===== src/rtl/ram_if_pkg.sv =====
// Shared constants and FSM state type for the SRAM macro interfaces.
// Used by the write interface and its input FIFO.
package ram_if_pkg;

  localparam int ADDR_W     = 7;
  localparam int DATA_W     = 16;
  localparam int CNT_W      = 4;
  localparam int FIFO_DEPTH = 4;

  typedef enum logic [1:0] {
    IDLE  = 2'd0,
    WRITE = 2'd1,
    DONE  = 2'd2
  } state_t;

endpackage


===== src/rtl/wr_fifo.sv =====
// Synchronous FIFO, DEPTH x DW (DEPTH a power of 2), head always visible.
// Ports: clk, rst (sync, active-high), push/din, pop, head, full, empty.
module wr_fifo #(
  parameter int DEPTH = 4,
  parameter int DW    = 16
) (
  input  logic          clk,
  input  logic          rst,
  input  logic          push,
  input  logic [DW-1:0] din,
  input  logic          pop,
  output logic [DW-1:0] head,
  output logic          full,
  output logic          empty
);

  localparam int PW = $clog2(DEPTH);
  localparam logic [PW:0] FULL_CNT = (PW + 1)'(DEPTH);

  logic [DW-1:0] mem [DEPTH];
  logic [PW-1:0] wp;
  logic [PW-1:0] rp;
  logic [PW:0]   cnt;
  logic          do_pop;
  logic          do_push;

  assign full  = (cnt == FULL_CNT);
  assign empty = (cnt == '0);
  assign head  = mem[rp];

  assign do_pop  = pop && !empty;
  // A pop frees a slot in the same cycle, so a full FIFO
  // still accepts a word while it is being drained.
  assign do_push = push && (!full || do_pop);

  always_ff @(posedge clk) begin
    if (do_push) mem[wp] <= din;
  end

  always_ff @(posedge clk) begin
    if (rst) begin
      wp  <= '0;
      rp  <= '0;
      cnt <= '0;
    end else begin
      if (do_push) wp <= wp + 1'b1;
      if (do_pop)  rp <= rp + 1'b1;
      unique case ({do_push, do_pop})
        2'b10:   cnt <= cnt + 1'b1;
        2'b01:   cnt <= cnt - 1'b1;
        default: cnt <= cnt;
      endcase
    end
  end

endmodule


===== src/rtl/ram_wr_interface.sv =====
// Burst write front-end: buffers 16-bit words and writes them to an SRAM macro.
// Ports: command (i_wr_ram/addr/wordcnt), data stream, status, CEN/WEN/A/D.
module ram_wr_interface
  import ram_if_pkg::*;
(
  input  logic              clk,
  input  logic              rst,
  input  logic              i_wr_ram,
  input  logic [ADDR_W-1:0] i_addr_ram,
  input  logic [CNT_W-1:0]  i_wordcnt_ram,
  input  logic              i_data_valid,
  input  logic [DATA_W-1:0] i_data_ram,
  output logic              o_fifo_full_ram,
  output logic              o_busy_ram,
  output logic              o_done_ram,
  output logic              CEN,
  output logic              WEN,
  output logic [ADDR_W-1:0] A,
  output logic [DATA_W-1:0] D
);

  state_t              state;
  state_t              state_n;
  logic [ADDR_W-1:0]   addr_q;
  logic [CNT_W-1:0]    rem_q;
  logic [DATA_W-1:0]   fifo_head;
  logic                fifo_empty;
  logic                issue;
  logic                accept;

  assign issue      = (state == WRITE) && !fifo_empty;
  assign accept     = (state == IDLE) && i_wr_ram;
  assign o_busy_ram = (state != IDLE);

  wr_fifo #(
    .DEPTH (FIFO_DEPTH),
    .DW    (DATA_W)
  ) u_fifo (
    .clk   (clk),
    .rst   (rst),
    .push  (i_data_valid),
    .din   (i_data_ram),
    .pop   (issue),
    .head  (fifo_head),
    .full  (o_fifo_full_ram),
    .empty (fifo_empty)
  );

  always_comb begin
    state_n = state;
    unique case (state)
      IDLE: begin
        if (i_wr_ram)
          state_n = (i_wordcnt_ram == '0) ? DONE : WRITE;
      end
      WRITE: begin
        if (issue && rem_q == CNT_W'(1))
          state_n = DONE;
      end
      DONE:    state_n = IDLE;
      default: state_n = IDLE;
    endcase
  end

  always_ff @(posedge clk) begin
    if (rst) begin
      state      <= IDLE;
      addr_q     <= '0;
      rem_q      <= '0;
      CEN        <= 1'b1;
      WEN        <= 1'b1;
      A          <= '0;
      D          <= '0;
      o_done_ram <= 1'b0;
    end else begin
      state      <= state_n;
      o_done_ram <= (state == DONE);
      CEN        <= !issue;
      WEN        <= !issue;
      // A/D only move on a real write; they hold otherwise.
      if (issue) begin
        A      <= addr_q;
        D      <= fifo_head;
        addr_q <= addr_q + 1'b1;
        rem_q  <= rem_q - 1'b1;
      end
      if (accept) begin
        addr_q <= i_addr_ram;
        rem_q  <= i_wordcnt_ram;
      end
    end
  end

endmodule


===== config.mk =====
export PLATFORM = sky130hd
export DESIGN_NAME = ram_wr_interface
export DESIGN_NICKNAME = d
export VERILOG_FILES = /design/src/rtl/ram_if_pkg.sv /design/src/rtl/wr_fifo.sv /design/src/rtl/ram_wr_interface.sv
export SDC_FILE = /design/constraint.sdc
export NUM_CORES = 1
export LEC_CHECK = 0
export ABC_CLOCK_PERIOD_IN_PS = 2100
export CORE_AREA = 5 5 100 102
export CTS_CLUSTER_DIAMETER = 100
export DETAILED_ROUTE_END_ITERATION = 12
export DIE_AREA = 0 0 105 107
export GPL_TIMING_DRIVEN = 0
export PLACE_DENSITY = 0.75
export SLEW_MARGIN = 20
export SYNTH_ARGS = -nofsm -noshare
export SYNTH_HDL_FRONTEND = slang
export SYNTH_SLANG_ARGS = --single-unit

===== constraint.sdc =====
create_clock -name clk -period 2.1 [get_ports clk]
set_input_delay 0.42 -clock clk [delete_from_list [all_inputs] [get_ports clk]]
set_output_delay 0.42 -clock clk [all_outputs]
set_load 0.02 [all_outputs]

# Word level (Yosys, flattened, before mapping)
# Memory sizes are Yosys's and may differ from the RTL's. A register that Yosys moved wholly into a read port is not among the register bits.
# Index checks and enable logic that the tools add are counted.
# W data, S select, Z words.
[totals] output_inout_bits=28 regBits=29 mem_count=1 ram_bits=64 elab_cells=51 input_bits=31
[op_classes] muxes=11 add_sub_neg=6 eq_ne=8 reduce_logical=16
[memory_table] name="u_fifo.mem" words=4 width=16 rd=1 rd_clocked_by_memory_dff=1 write_ports=1 line_no="wr_fifo.sv:20" source="logic [DW-1:0] mem [DEPTH];"
[op_table] operator="$mux W7" n=2
[op_table] operator="$mux W4" n=2
[op_table] operator="$add A7 B1 Y7 const B" n=1
[op_table] operator="$mux W2" n=3
[op_table] operator="$pmux W3 S2" n=1
[op_table] operator="$reduce_bool A2 Y1" n=3
[op_table] operator="$logic_and A1 B1 Y1" n=5
[op_table] operator="$add A2 B1 Y2 const B" n=2
[op_table] operator="$eq A2 B1 Y1 const B" n=2
[op_table] operator="$eq A2 B2 Y1 const B" n=2
[op_table] operator="$eq A4 B1 Y1 const B" n=1
[op_table] operator="$logic_not A4 Y1" n=1
[op_table] operator="$pmux W2 S2" n=1
[op_table] operator="$sub A4 B1 Y4 const B" n=1
[op_table] operator="$add A3 B1 Y3 const B" n=1
[op_table] operator="$eq A3 B3 Y1 const B" n=1
[op_table] operator="$logic_not A1 Y1" n=3
[op_table] operator="$logic_not A3 Y1" n=1
[op_table] operator="$sub A3 B1 Y3 const B" n=1
[op_table] operator="$logic_not A2 Y1" n=1
[op_table] operator="$mux W1" n=2
[op_table] operator="$ne A2 B1 Y1 const B" n=1
[op_table] operator="$ne A2 B2 Y1 const B" n=1
[op_table] operator="$reduce_and A2 Y1" n=1
[op_table] operator="$logic_or A1 B1 Y1" n=1

# Depth between registers and ports, before layout
# Gate-level depths: netlist of the first run.
[depth] depth_word=8 ltp_mapped=9 mapped_depth_nobuf=8

# Hierarchy
# Synthesis of the first run repeated with hierarchy kept, for this count alone.
[unflattened] cells_unflattened=334 hier_area_um2=4438.0
[by_module_without_submodules] module="wr_fifo" n_inst=1 seq_area_each_um2=2102.0 cells_per_inst=143 area_per_inst_um2=2845.2
[by_module_without_submodules] module="ram_wr_interface" n_inst=1 seq_area_each_um2=760.7 cells_per_inst=191 area_per_inst_um2=1592.8

# Least setup slack after synthesis of the first run
# No wires, ideal clock.
[synth_timing] path_type="reg2reg" from="register u_fifo.cnt[0]" to="register u_fifo.cnt[2]" required_time_ns=2.030 n_path_buf=1 stages_incl_launch_ff=10 slack_ns=-0.216 setup_time_ns=0.070 arrival_ns=2.245 synth_period_minus_slack_ns=2.316 cell_sequence="dfxtp_1 -> or3_4 -> nand2_4 -> inv_2 -> clkbuf_1 -> ha_1 -> fa_1 -> xnor2_1 -> or3_1 -> a21oi_1"
[synth_via] elab_chain_cells=8 elab_cells_between_ends=14 classes_between="2 x add/sub; 3 x eq/ne; 1 x mux; 8 x reduce/logical"
[synth_rtl] item="start, declared" line_no="wr_fifo.sv:23" source="logic [PW:0] cnt;"
[synth_rtl] item="start signal, assigned" line_no="wr_fifo.sv:49" source="2'b10: cnt <= cnt + 1'b1;"
[synth_rtl] item="start signal, assigned" line_no="wr_fifo.sv:50" source="2'b01: cnt <= cnt - 1'b1;"
[synth_rtl] item="start signal, assigned" line_no="wr_fifo.sv:51" source="default: cnt <= cnt;"
[synth_rtl] item="$logic_not A3 Y1 (*)" line_no="wr_fifo.sv:28" source="assign empty = (cnt == '0);"
[synth_rtl] item="$logic_not A1 Y1 (*)" line_no="ram_wr_interface.sv:31" source="assign issue = (state == WRITE) && !fifo_empty;"
[synth_rtl] item="$logic_and A1 B1 Y1 (*)" line_no="ram_wr_interface.sv:31"
[synth_rtl] item="named net issue" line_no="ram_wr_interface.sv:28" source="logic issue;"
[synth_rtl] item="$logic_and A1 B1 Y1 (*)" line_no="wr_fifo.sv:31" source="assign do_pop = pop && !empty;"
[synth_rtl] item="$logic_or A1 B1 Y1" line_no="wr_fifo.sv:34" source="assign do_push = push && (!full || do_pop);"
[synth_rtl] item="$logic_and A1 B1 Y1" line_no="wr_fifo.sv:34"
[synth_rtl] item="$eq A2 B1 Y1 or $eq A2 B2 Y1 (tied branches)" line_no="wr_fifo.sv:48" source="unique case ({do_push, do_pop})"
[synth_rtl] item="$pmux W3 S2 or $reduce_bool A2 Y1 (tied branches)"
# Mark *: on every way through the listed nets, which the timed path passes. The rest lies on a longest branch.
# A chain may end at the register's enable or synchronous reset.

# Worst setup path in the final report of the first run
[layout_timing] from="register u_fifo.cnt[1]" to="register u_fifo.cnt[2]"
[layout_via] elab_chain_cells=8 elab_cells_between_ends=14 classes_between="2 x add/sub; 3 x eq/ne; 1 x mux; 8 x reduce/logical"
[layout_rtl] item="$logic_not A3 Y1" line_no="wr_fifo.sv:28"
[layout_rtl] item="$logic_not A1 Y1" line_no="wr_fifo.sv:31, ram_wr_interface.sv:31"
[layout_rtl] item="$logic_and A1 B1 Y1" line_no="ram_wr_interface.sv:31"
[layout_rtl] item="$logic_and A1 B1 Y1" line_no="wr_fifo.sv:31"
[layout_rtl] item="$logic_or A1 B1 Y1" line_no="wr_fifo.sv:34"
[layout_rtl] item="$logic_and A1 B1 Y1" line_no="wr_fifo.sv:34"
[layout_rtl] item="$eq A2 B1 Y1 or $eq A2 B2 Y1 (tied branches)" line_no="wr_fifo.sv:48"
[layout_rtl] item="$pmux W3 S2 or $reduce_bool A2 Y1 (tied branches)"
# Parallel ways exist; a longest one is shown, timed or not.

==> results of run 1 <==
-- state kept, by name, summed over array words and instances (netlist names) --
name and cells:
u_fifo.mem 64, D 16, A 7, addr_q 7, rem_q 4, u_fifo.cnt 3, state 2, u_fifo.rp 2
u_fifo.wp 2, WEN 1, o_done_ram 1
-- area by class of cell --
class	count	area, µm²
plain buffers	16	92.6
flip-flops and latches	109	2830
inverters	9	38.8
multi-input cells	185	1380
repair buffers	63	627
fillers	757	3740
well taps	111	139
clock inverters	7	50.0
clock buffers	9	124
-- per-layer routing --
metal / routed length (µm) / vias to the layer above / global-route usage, %
met5: 0 / - / 0
li1: - / 1319 / -
met2: 4120 / 78 / 25.8
met4: 103 / 0 / 5.75
met3: 477 / 9 / 3.43
met1: 3630 / 1262 / 19.3
-- through the flow --
| step | hold slack, ns | setup slack, ns | total power (µW) | cells | instance area, µm² |
|---|---|---|---|---|---|
| after floorplan | 0.437 | 0.00801 | 3240 | 320 | 4320 |
| after global placement | 0.441 | -0.361 | 3560 | 488 | 5030 |
| after detailed placement | 0.450 | -0.425 | 3590 | 488 | 5030 |
| after CTS | 0.464 | 0.00384 | 4740 | 508 | 5260 |
| after global routing | 0.474 | -0.0346 | 4930 | 509 | 5280 |
| final | 0.460 | 0.0322 | 4700 | 509 | 5280 |
-- where the power goes --
group | total, µW | switching (µW) | internal (µW)
Clock | 1110 | 679 | 435
Sequential | 2560 | 102 | 2450
Combinational | 1030 | 535 | 499
Total | 4700 | 1320 | 3390
-- worst min-delay path, delay by kind of cell (launching register included) --
| kind | cells | cell delay [ns] |
|---|---|---|
| AND/OR/NAND/NOR | 1 | 0.05 |
| AO/OA/AOI/OAI | 1 | 0.05 |
| flip-flops | 1 | 0.32 |
-- logic make-up (layout without fill, tap and decap cells) --
kind of cell | after synthesis | after routing | share of synthesized area (%)
xor+xnor | 6 | 6 | 1.23
compound gates | 53 | 53 | 7.33
fa+ha+maj | 9 | 9 | 2.80
mux | 18 | 18 | 8.88
buf+inv | 26 | 104 | 3.04
flops | 109 | 109 | 65.9
simple gates | 99 | 99 | 10.8
-- cell usage after synthesis (all sizes together) --
cell type	number	area share [%]
a211o	1	0.20
nor2b	1	0.15
nor4	2	0.29
a211oi	2	0.35
nor3b	2	0.35
nand3b	2	0.35
clkbuf	8	0.70
nand3	5	0.58
a22oi	2	0.35
a21oi	27	3.2
edfxtp	64	45
a2bb2oi	1	0.20
nor2	11	0.96
xor2	2	0.41
or3	8	1.3
ha	8	2.3
a21boi	1	0.18
and3	3	0.44
mux4	16	8.4
nand2	55	5.0
o22ai	1	0.15
o21ai	6	0.70
nor3	2	0.23
inv	9	0.79
and2	5	0.73
nand2b	1	0.15
xnor2	4	0.82
o31a	1	0.20
a311oi	1	0.20
nand4	1	0.15
fa	1	0.47
a31oi	6	0.88
o211ai	3	0.53
a222oi	1	0.23
and2b	1	0.18
dfxtp	45	21
buf	9	1.5
mux2i	2	0.47
-- timing repair --
action	in CTS	in global routing
setup endpoints to repair	67	1
gates resized for setup	11	2
buffers inserted	5	1
pin swaps	4	0
cloned	0	0
-- how the worst max path moves through the flow --
stage | depth (start not counted) | slack (ns) | startpoint | to
global placement | 8 | -0.36 | i_data_valid | u_fifo.cnt[2]
CTS | 8 | 0.004 | u_fifo.cnt[1] | u_fifo.cnt[2]
finish | 8 | 0.03 | u_fifo.cnt[1] | u_fifo.cnt[2]
global route | 8 | -0.03 | u_fifo.cnt[1] | u_fifo.cnt[2]
floorplan | 9 | 0.008 | u_fifo.cnt[1] | u_fifo.cnt[2]
detailed placement | 8 | -0.42 | i_data_valid | u_fifo.cnt[2]
==> metrics.csv, run 1 <==
stage;metric;value;unit
run_status;status;finished, final reports clean;
clock_network;clock sink count;109;
sta;Setup Viol. Count Final;0;
critical_path;crit-path max FO;12;
global_routing;largest net degree at the start of global routing;19;
logic_synthesis;Mapped Cells;320;
worst_hold_path;min-delay src;A[1];
logic_synthesis;average size of a mapped cell;13.4;µm²
floorplanning;FP Rows;35;
detailed_routing;drt first-iter violations;125;
clock_network;CTS Hold Bufs;0;
critical_path;max incr delay on CP;0.40;ns
logic_synthesis;Net Count, Synth;360;
placement;RePlAce Congestion;0.792;
critical_path;CP max-delay cell;or3_4;
critical_path;Buf+Inv Stages, Crit Path;1;
global_routing;first-pass GRT wire length;13400;µm
critical_path;worst path required time;2.39;ns
critical_path;Crit. End Element;flop;
clock_network;clock root cell;clkbuf_8;
floorplanning;die width;105;µm
worst_hold_path;Worst Hold Depth;2;
clock_network;clock latency at the later pin of the worst-skew pair;0.35;ns
worst_hold_path;Worst Hold Path EP;A[1];
floorplanning;Die H;107;µm
detailed_routing;routed via count;2668;
layout;Ant. Diodes;0;
logic_synthesis;Cell Area, Synth;4280;µm²
clock_network;CTS H-tree lvls;3;
sta;fin crit share;98.5;%
power;P per Cell Area;891;nW/µm²
sta;Fin. Hold Viols;0;
detailed_routing;Via-to-Cell Ratio;5.24;
logic_synthesis;Synthesis Warnings;0;
sta;fmax;484;MHz
layout;Finished Core Util;58.5;%
sta;Post-Route Setup TNS;0;ns
detailed_routing;Routed Antenna Nets;0;
floorplanning;total core area;9020;µm²
critical_path;depth of the most critical reg-to-reg path;8;
sta;Final min period;2.07;ns
clock_network;clk buf depth;2;
floorplanning;Initial Util;47.5;%
floorplanning;# IOs;59;
detailed_routing;number of remaining DRC errors;0;
clock_network;CTS clk-pin slew, worst paths;0.10;ns
placement;Port Buffers;57;
critical_path;RR Startpoint;u_fifo.cnt[1];
power;peak supply drop;0.447;mV
detailed_routing;routed len/inst;16.4;µm
layout;commonest non-fill, non-tap cell in the layout;edfxtp_1;
worst_hold_path;Worst Hold Class;flop to flop;
placement;hpwl dp;5810;µm
global_routing;number of antenna violations at the first check in global routing;0;
global_routing;total track usage;15.3;%
sta;RSZ-0062 raised after global routing;yes;
critical_path;Worst Path Arrival;2.35;ns
logic_synthesis;Yosys reg bits;109;
critical_path;worst path cell trace;or3_4, nand2_4, inv_6, ha_4, fa_2, xnor2_1, or3_1, a21oi_2;
floorplanning;Die Area;11200;µm²
clock_network;CTS Buf Count;9;
detailed_routing;total wire length;8330;µm
critical_path;worst r2r dst;u_fifo.cnt[2];
critical_path;Crit path max-delay family;simple AND/OR/NAND/NOR gates;
layout;layout cell share with drive strength beyond 1;15.3;%
logic_synthesis;sequential area share after synthesis;65.9;%
layout;final net count;433;
global_routing;gr ovfl total;0;
layout;commonest cells after routing, fill and taps aside;edfxtp_1 (64), clkdlybuf4s50_1 (56), nand2_1 (54), dfxtp_1 (41), a21oi_1 (26);
logic_synthesis;library cells used by synthesis;43;
layout;Layout area overhead;23.2;%
global_routing;vias in the first global route;2723;
flow_run;Max-Cap Viols;0;
sta;Fin Clk Skew;0.0112;ns
sta;Worst-Margin Slew;0.849;ns
critical_path;Register-to-Register Setup Slack;0.03;ns
critical_path;CP Launch Type;flop;
clock_network;TritonCTS clock tree;done;
power;Leak;0.00177;µW
sta;Slew Limit Fails;0;
critical_path;crit path kind;flop to flop;
sta;slew margin rel.;43.4;%
detailed_routing;TritonRoute pass-1 iters;4;
Note: power is estimated with default switching activity, not from simulation.
==> run 2: changes to the inputs <==
HOLD_SLACK_MARGIN = 0.02   (was not set)
==> results of run 2 <==
Same layout as run 1: the final DEF is identical, and so are final timing and power.
==> run 3: changes to the inputs <==
CORE_AREA = 5 5 102 104   (was 5 5 100 102)
DIE_AREA = 0 0 107 109   (was 0 0 105 107)
PLACE_DENSITY = 0.74   (was 0.75)
SYNTH_HIERARCHICAL = 1   (was not set)
==> run 3 against run 2 <==
Effect of this change: the run now ends with setup timing left; critical path depth rose by 1; core utilization is 0.17 points lower; design area up 4.6%; via count is 7.5% higher; clock skew grew 0.0053 ns; maximum frequency decreased by 9.9%; critical path type unchanged; largest cell class unchanged; largest power group unchanged; highest routed layer unchanged.
==> metrics.csv, run 3 <==
stage;metric;value;unit
clock_network;clock latency at the later pin of the worst-skew pair;0.37;ns
critical_path;depth of the most critical reg-to-reg path;9;
clock_network;clock sink count;111;
placement;Port Buffers;57;
critical_path;crit path kind;flop to flop;
placement;hpwl dp;5920;µm
layout;area of the multi-input gates;1470;µm²
clock_network;clock root cell;clkbuf_8;
sta;Setup Viol. Count Final;41;
logic_synthesis;Post-synth EDFFs;64;
layout;max reg flops;64;
sta;Fin. Hold Viols;0;
logic_synthesis;Cell Area, Synth;4440;µm²
layout;commonest non-fill, non-tap cell in the layout;edfxtp_1;
layout;Layout area overhead;24.3;%
critical_path;Crit. End Element;flop;
worst_hold_path;Worst Hold Path EP;D[1];
sta;fin crit share;109;%
sta;Fin Clk Skew;0.0165;ns
global_routing;met2 usage;28.1;%
placement;dpl ws;-0.654;ns
clock_network;CTS clk-pin slew, worst paths;0.10;ns
clock_network;CTS H-tree lvls;3;
sta;RSZ-0062 raised after global routing;yes;
layout;final net count;456;
floorplanning;die width;107;µm
logic_synthesis;Yosys reg bits;111;
logic_synthesis;Main synth FF type;edfxtp_1;
layout;Finished Core Util;58.3;%
logic_synthesis;Net Count, Synth;373;
global_routing;grt peak-use layer;met2;
global_routing;total track usage;16.1;%
global_routing;largest net degree at the start of global routing;21;
critical_path;Register-to-Register Setup Slack;-0.20;ns
floorplanning;Die Area;11700;µm²
detailed_routing;routed len/inst;16.9;µm
floorplanning;total core area;9460;µm²
layout;Ant. Diodes;0;
detailed_routing;Via-to-Cell Ratio;5.35;
sta;fin worst setup slack;-0.195;ns
global_routing;number of antenna violations at the first check in global routing;0;
layout;Final Instance Area;5520;µm²
power;overall power;4180;µW
power;peak supply drop;0.515;mV
critical_path;crit-path max FO;4;
detailed_routing;total wire length;9080;µm
floorplanning;FP Rows;36;
worst_hold_path;Worst Hold Class;flop to flop;
power;P per Cell Area;757;nW/µm²
sta;Hold Worst Slack;0.459;ns
detailed_routing;drt first-iter violations;196;
global_routing;vias in the first global route;2906;
critical_path;worst path required time;2.35;ns
sta;Slew Limit Fails;0;
clock_network;CTS Hold Bufs;0;
placement;placed inst area;5190;µm²
global_routing;grt met3 use;4.44;%
logic_synthesis;most frequent cell after synthesis;edfxtp_1;
worst_hold_path;Worst Hold Depth;2;
critical_path;RR Startpoint;state[0];
critical_path;CP Launch Type;flop;
global_routing;gr ovfl total;0;
placement;RePlAce Congestion;0.785;
layout;layout cell share with drive strength beyond 1;19.7;%
logic_synthesis;sequential area share after synthesis;64.5;%
sta;slew margin rel.;57.3;%
logic_synthesis;Mapped Cells;334;
floorplanning;Initial Util;46.9;%
layout;commonest cells after routing, fill and taps aside;edfxtp_1 (64), clkdlybuf4s50_1 (55), nand2_1 (51), dfxtp_1 (42), a21oi_1 (30);
logic_synthesis;Async SR Flop Fraction;0;%
logic_synthesis;largest cells by area after synthesis;edfxtp_1 (43%), dfxtp_1 (21%), mux4_2 (8.1%), nand2_1 (4.3%), a21oi_1 (3.4%);
worst_hold_path;min-delay src;D[1];
logic_synthesis;average size of a mapped cell;13.3;µm²
clock_network;CTS Buf Count;9;
layout;fillers;779;
layout;Reg with most FFs;u_fifo/mem;
logic_synthesis;largest area contributor in the netlist;edfxtp_1;
logic_synthesis;Synthesis Warnings;6;
clock_network;TritonCTS clock tree;done;
power;Leak;0.00190;µW
clock_network;clk buf depth;2;
floorplanning;# IOs;59;
run_status;failing checks;setup timing;
logic_synthesis;Synth top area share;43.3;%
critical_path;Worst Path Arrival;2.55;ns
detailed_routing;routed via count;2868;
sta;Final min period;2.30;ns
detailed_routing;TritonRoute pass-1 iters;5;
detailed_routing;Routed Antenna Nets;0;
logic_synthesis;library cells used by synthesis;54;
layout;top flop regs;u_fifo/mem (64), D (16);
global_routing;met1 Resource Use GR;20.2;%
global_routing;first-pass GRT wire length;14400;µm
layout;register area;2870;µm²
sta;fmax;436;MHz
flow_run;Max-Cap Viols;0;
sta;Worst-Margin Slew;0.641;ns
critical_path;worst r2r dst;u_fifo/cnt[2];
detailed_routing;number of remaining DRC errors;0;
logic_synthesis;Commonest cells post-synth;edfxtp_1 (64), nand2_1 (51), dfxtp_1 (47);
run_status;status;finished with violations;
floorplanning;Die H;109;µm
[run 3: cell types whose count changed after synthesis, sizes merged, moves of 4 or more]
cell and change:
a21oi +4, a31oi -4, nand2 -4, nand2b +4, nor2 +8, o21ai -4, or3 -7
[run 3: worst max-delay path by stage]
stage,startpoint,end,depth (start not counted)
CTS,u_fifo/cnt[0],u_fifo/cnt[2],10
global placement,u_fifo/cnt[0],u_fifo/cnt[2],11
detailed placement,u_fifo/cnt[0],u_fifo/cnt[2],11
floorplan,u_fifo/cnt[0],u_fifo/cnt[2],11
global route,state[0],u_fifo/cnt[2],9
finish,state[0],u_fifo/cnt[2],9
[run 3: cell type report]
cell class / instances / area share (%)
multi-input combinational: 193 / 26.6
clock inverter: 6 / 1.04
sequential: 111 / 52.1
buffer: 18 / 1.86
inverter: 12 / 1.04
timing repair buffer: 71 / 12.3
clock buffer: 10 / 2.31
tap: 114 / 2.59
timing repair inverter: 1 / 0.159
[run 3: stage by stage]
| step | setup TNS, ns | instances |
|---|---|---|
| 2_1_floorplan | -0.661 | 334 |
| 3_3_place_gp | -18.22 | 505 |
| 3_5_place_dp | -18.77 | 505 |
| 4_1_cts | -0.207 | 527 |
| 5_1_grt | -7.39 | 536 |
| 6_report | -2.94 | 536 |
[run 3: logic make-up (layout without fill, tap and decap cells)]
| group | Yosys count | in the layout | share of synthesized area, % |
|---|---|---|---|
| compound gates | 52 | 52 | 7.39 |
| flops | 111 | 111 | 64.5 |
| buf+inv | 32 | 118 | 3.72 |
| simple gates | 105 | 107 | 11.6 |
| mux | 19 | 19 | 8.94 |
| fa+ha+maj | 8 | 8 | 2.42 |
| xor+xnor | 7 | 7 | 1.38 |
[run 3: what timing repair did]
item | CTS | global route
resized for setup | 9 | 7
buffers inserted | 6 | 8
pin swaps | 2 | 3
setup endpoints to repair | 67 | 63
gates cloned | 1 | 2
[run 3: power by group]
part	internal [µW]	leakage, µW	switching, µW	total (µW)
Combinational	245	0.000834	257	502
Sequential	2410	0.000972	60.3	2470
Clock	460	0.0000949	742	1200
Total	3120	0.00190	1060	4180
[run 3: worst max-delay path: stages, from the launching register on]
cell,delay (ns)
dfxtp_2,0.34
buf_6,0.10
or3b_4,0.42
clkinv_8,0.06
o31a_1,0.16
nand2b_1,0.09
fa_2,0.35
nand2b_4,0.15
o31ai_2,0.19
mux2_1,0.33
[run 3: per-layer routing]
layer	vias up	share of wire [%]
met5	-	0
met4	0	0.72
met3	6	5.0
met2	67	52
met1	1411	42
li1	1384	-
==> RTL change: new RTL, flow settings as in run 2 <==
Change the package constant `ADDR_W` from 7 to 6.
--- a/src/rtl/ram_if_pkg.sv
+++ b/src/rtl/ram_if_pkg.sv
@@ -3,5 +3,5 @@
 package ram_if_pkg;
 
-  localparam int ADDR_W     = 7;
+  localparam int ADDR_W     = 6;
   localparam int DATA_W     = 16;
   localparam int CNT_W      = 4;
Ports: changed (resized A and i_addr_ram); port bits go from 59 to 57. The function was not compared with the original's and may differ.
==> RTL change against run 2 <==
  * The flow now finishes with violations (negative setup slack)
  * Synthesized area shrank 1.9%
  * Wire length grew 1.7%
  * Sequential cell count is 2 lower
  * Global-route usage increased by 0.68 points
  * Final area down 1.3%
  * Worst setup slack got worse by 33 ps
  * Largest power group unchanged
  * Count of clock-buffer cells in the layout up 2
  * Total power rose by 1.7%
  * Critical endpoint unchanged
==> RTL change: results (changes against run 2) <==
| Metric | Value |
|---|---|
| P_seq | 0.00250 W (-2%) |
| Pre-antenna DRT Iters | 5 (+1) |
| Drt initial violations | 119 (-4.8%) |
| Clock Power Share | 27.8% (+4.1 points) |
| Setup TNS | -0.509 ps (-0.509 ps) |
| Skew final | 12.1 ps (+0.881 ps) |
| Hold Path Class | primary input to flop |
| Peak supply drop | 0.416 mV (-6.9%) |
| Final WS setup | -0.509 ps (-32.7 ps) |
| H-tree Lvls | 3 (unchanged) |
| Clk buf depth | 2 (unchanged) |
| Failing checks | negative setup slack |
| Register area share after synthesis | 66.2% (+0.34 points) |
| Yosys cell types | 46 (+7.0%) |
| Final WL | 8480 um (+1.7%) |
| Int Pwr | 0.00352 W (+4.0%) |
| Post-synth ARST share | 0% (unchanged) |
| Layout cells sized above 1 | 16.5% (+1.2 points) |
| Dpl ws | -332 ps (+93.0 ps) |
| Status | finished with violations |
| Synthesized net count | 351 (-2.5%) |
| Overall Global Routing Usage | 16.0% (+0.68 points) |
| Critical Path Slowest Stage Cell | dfxtp_2 |
| Crit Path Max Fanout | 7 (-5) |
| Initial antenna violation count | 0 (unchanged) |
| Critical Path AT | 2390 ps (+40 ps) |
| Placed cell area | 4930 sq um (-1.9%) |
| Post-layout nets | 421 (-2.8%) |
| DP Cell Count | 478 (-2.0%) |
| Switching power share of the total | 26.4% (-1.6 points) |
| Worst path max stage delay | 420 ps (+20 ps) |
| Crit path max-delay family | simple AND/OR/NAND/NOR gates |
| # diodes | 0 (unchanged) |
| Ys flop type | edfxtp_1 |
| First-pass GRT wire length | 13800 um (+3.1%) |
| Synth top area cells | edfxtp_1 (46%), dfxtp_1 (20%), mux4_2 (8.6%), nand2_1 (4.5%), a21oi_1 (3.3%) |
| Routed vias | 2630 (-1.4%) |
| # setup viols final | 1 (+1) |
| Vias in the first global route | 2757 (+1.2%) |
| Drt via density | 5.28 (+0.75%) |
| Gp weighted congestion | 0.783 (-1.1%) |
| CTS buffer count | 9 (unchanged) |
| CTS root buf | clkbuf_8 |
| Number of port buffers | 55 (-3.5%) |
| Post-synth EDFFs | 64 (unchanged) |
| Relative slew slack | 53.9% (+10 points) |
| Pleak | 1.76 nW (-0.82%) |
| Dpl hpwl | 5680 um (-2.2%) |
| Top cells by count, synth | edfxtp_1 (64), nand2_1 (50), dfxtp_1 (43) |
| Largest net degree at the start of global routing | 17 (-2) |
| Synth Instances | 312 (-2.5%) |
| Fill cells | 743 (-1.8%) |
## RTL change: routing by layer
layer  up-vias  wire, um  share of wire, %  track usage [%]
li1       1273         -                 -                -
met1      1284      3600                42             19.4
met2        63      4360                51             27.2
met3        10       386               4.6             4.46
met4         0       132               1.6             5.75
met5         -         0                 0                0
## RTL change: kinds of logic (layout without fill, tap and decap cells)
family / after synthesis / count (layout) / share of synthesized area, %
flip-flops: 107 / 107 / 66.2
AND/OR/NAND/NOR: 94 / 94 / 10.5
AO/OA/AOI/OAI: 51 / 51 / 7.15
buffers and inverters: 27 / 102 / 2.98
multiplexers: 17 / 17 / 8.81
adder cells (fa/ha/maj): 9 / 9 / 2.86
XOR/XNOR: 7 / 7 / 1.46
## RTL change: path summary, 6_finish.rpt
| check | from | endpoint | slack (ps) | cells past startpoint |
|---|---|---|---|---|
| setup reg to reg | state[1]$_SDFFE_PP0P_ | u_fifo.cnt[2]$_SDFFE_PP0P_ | -0.5 | 9 |
| hold / removal | rst | state[0]$_SDFFE_PP0P_ | 370 | 2 |
| setup / recovery | state[1]$_SDFFE_PP0P_ | u_fifo.cnt[2]$_SDFFE_PP0P_ | -0.5 | 9 |
| hold reg to reg | D[7]$_SDFFE_PP0P_ | D[7]$_SDFFE_PP0P_ | 460 | 2 |
## RTL change: layout make-up
class / instances / area [sq um] / area share [%]
clock inverter: 5 / 77.6 / 1.49
timing repair buffer: 59 / 579 / 11.1
clock buffer: 11 / 131 / 2.52
buffer: 16 / 100 / 1.92
inverter: 11 / 43.8 / 0.841
tap: 111 / 139 / 2.67
multi-input combinational: 178 / 1350 / 25.9
sequential: 107 / 2790 / 53.5
## RTL change: timing repair
action / in CTS / in global routing
resized for setup: 8 / 7
pin swaps: 1 / 1
cloned: 0 / 0
buffers inserted: 3 / 1
setup endpoints to repair: 66 / 65
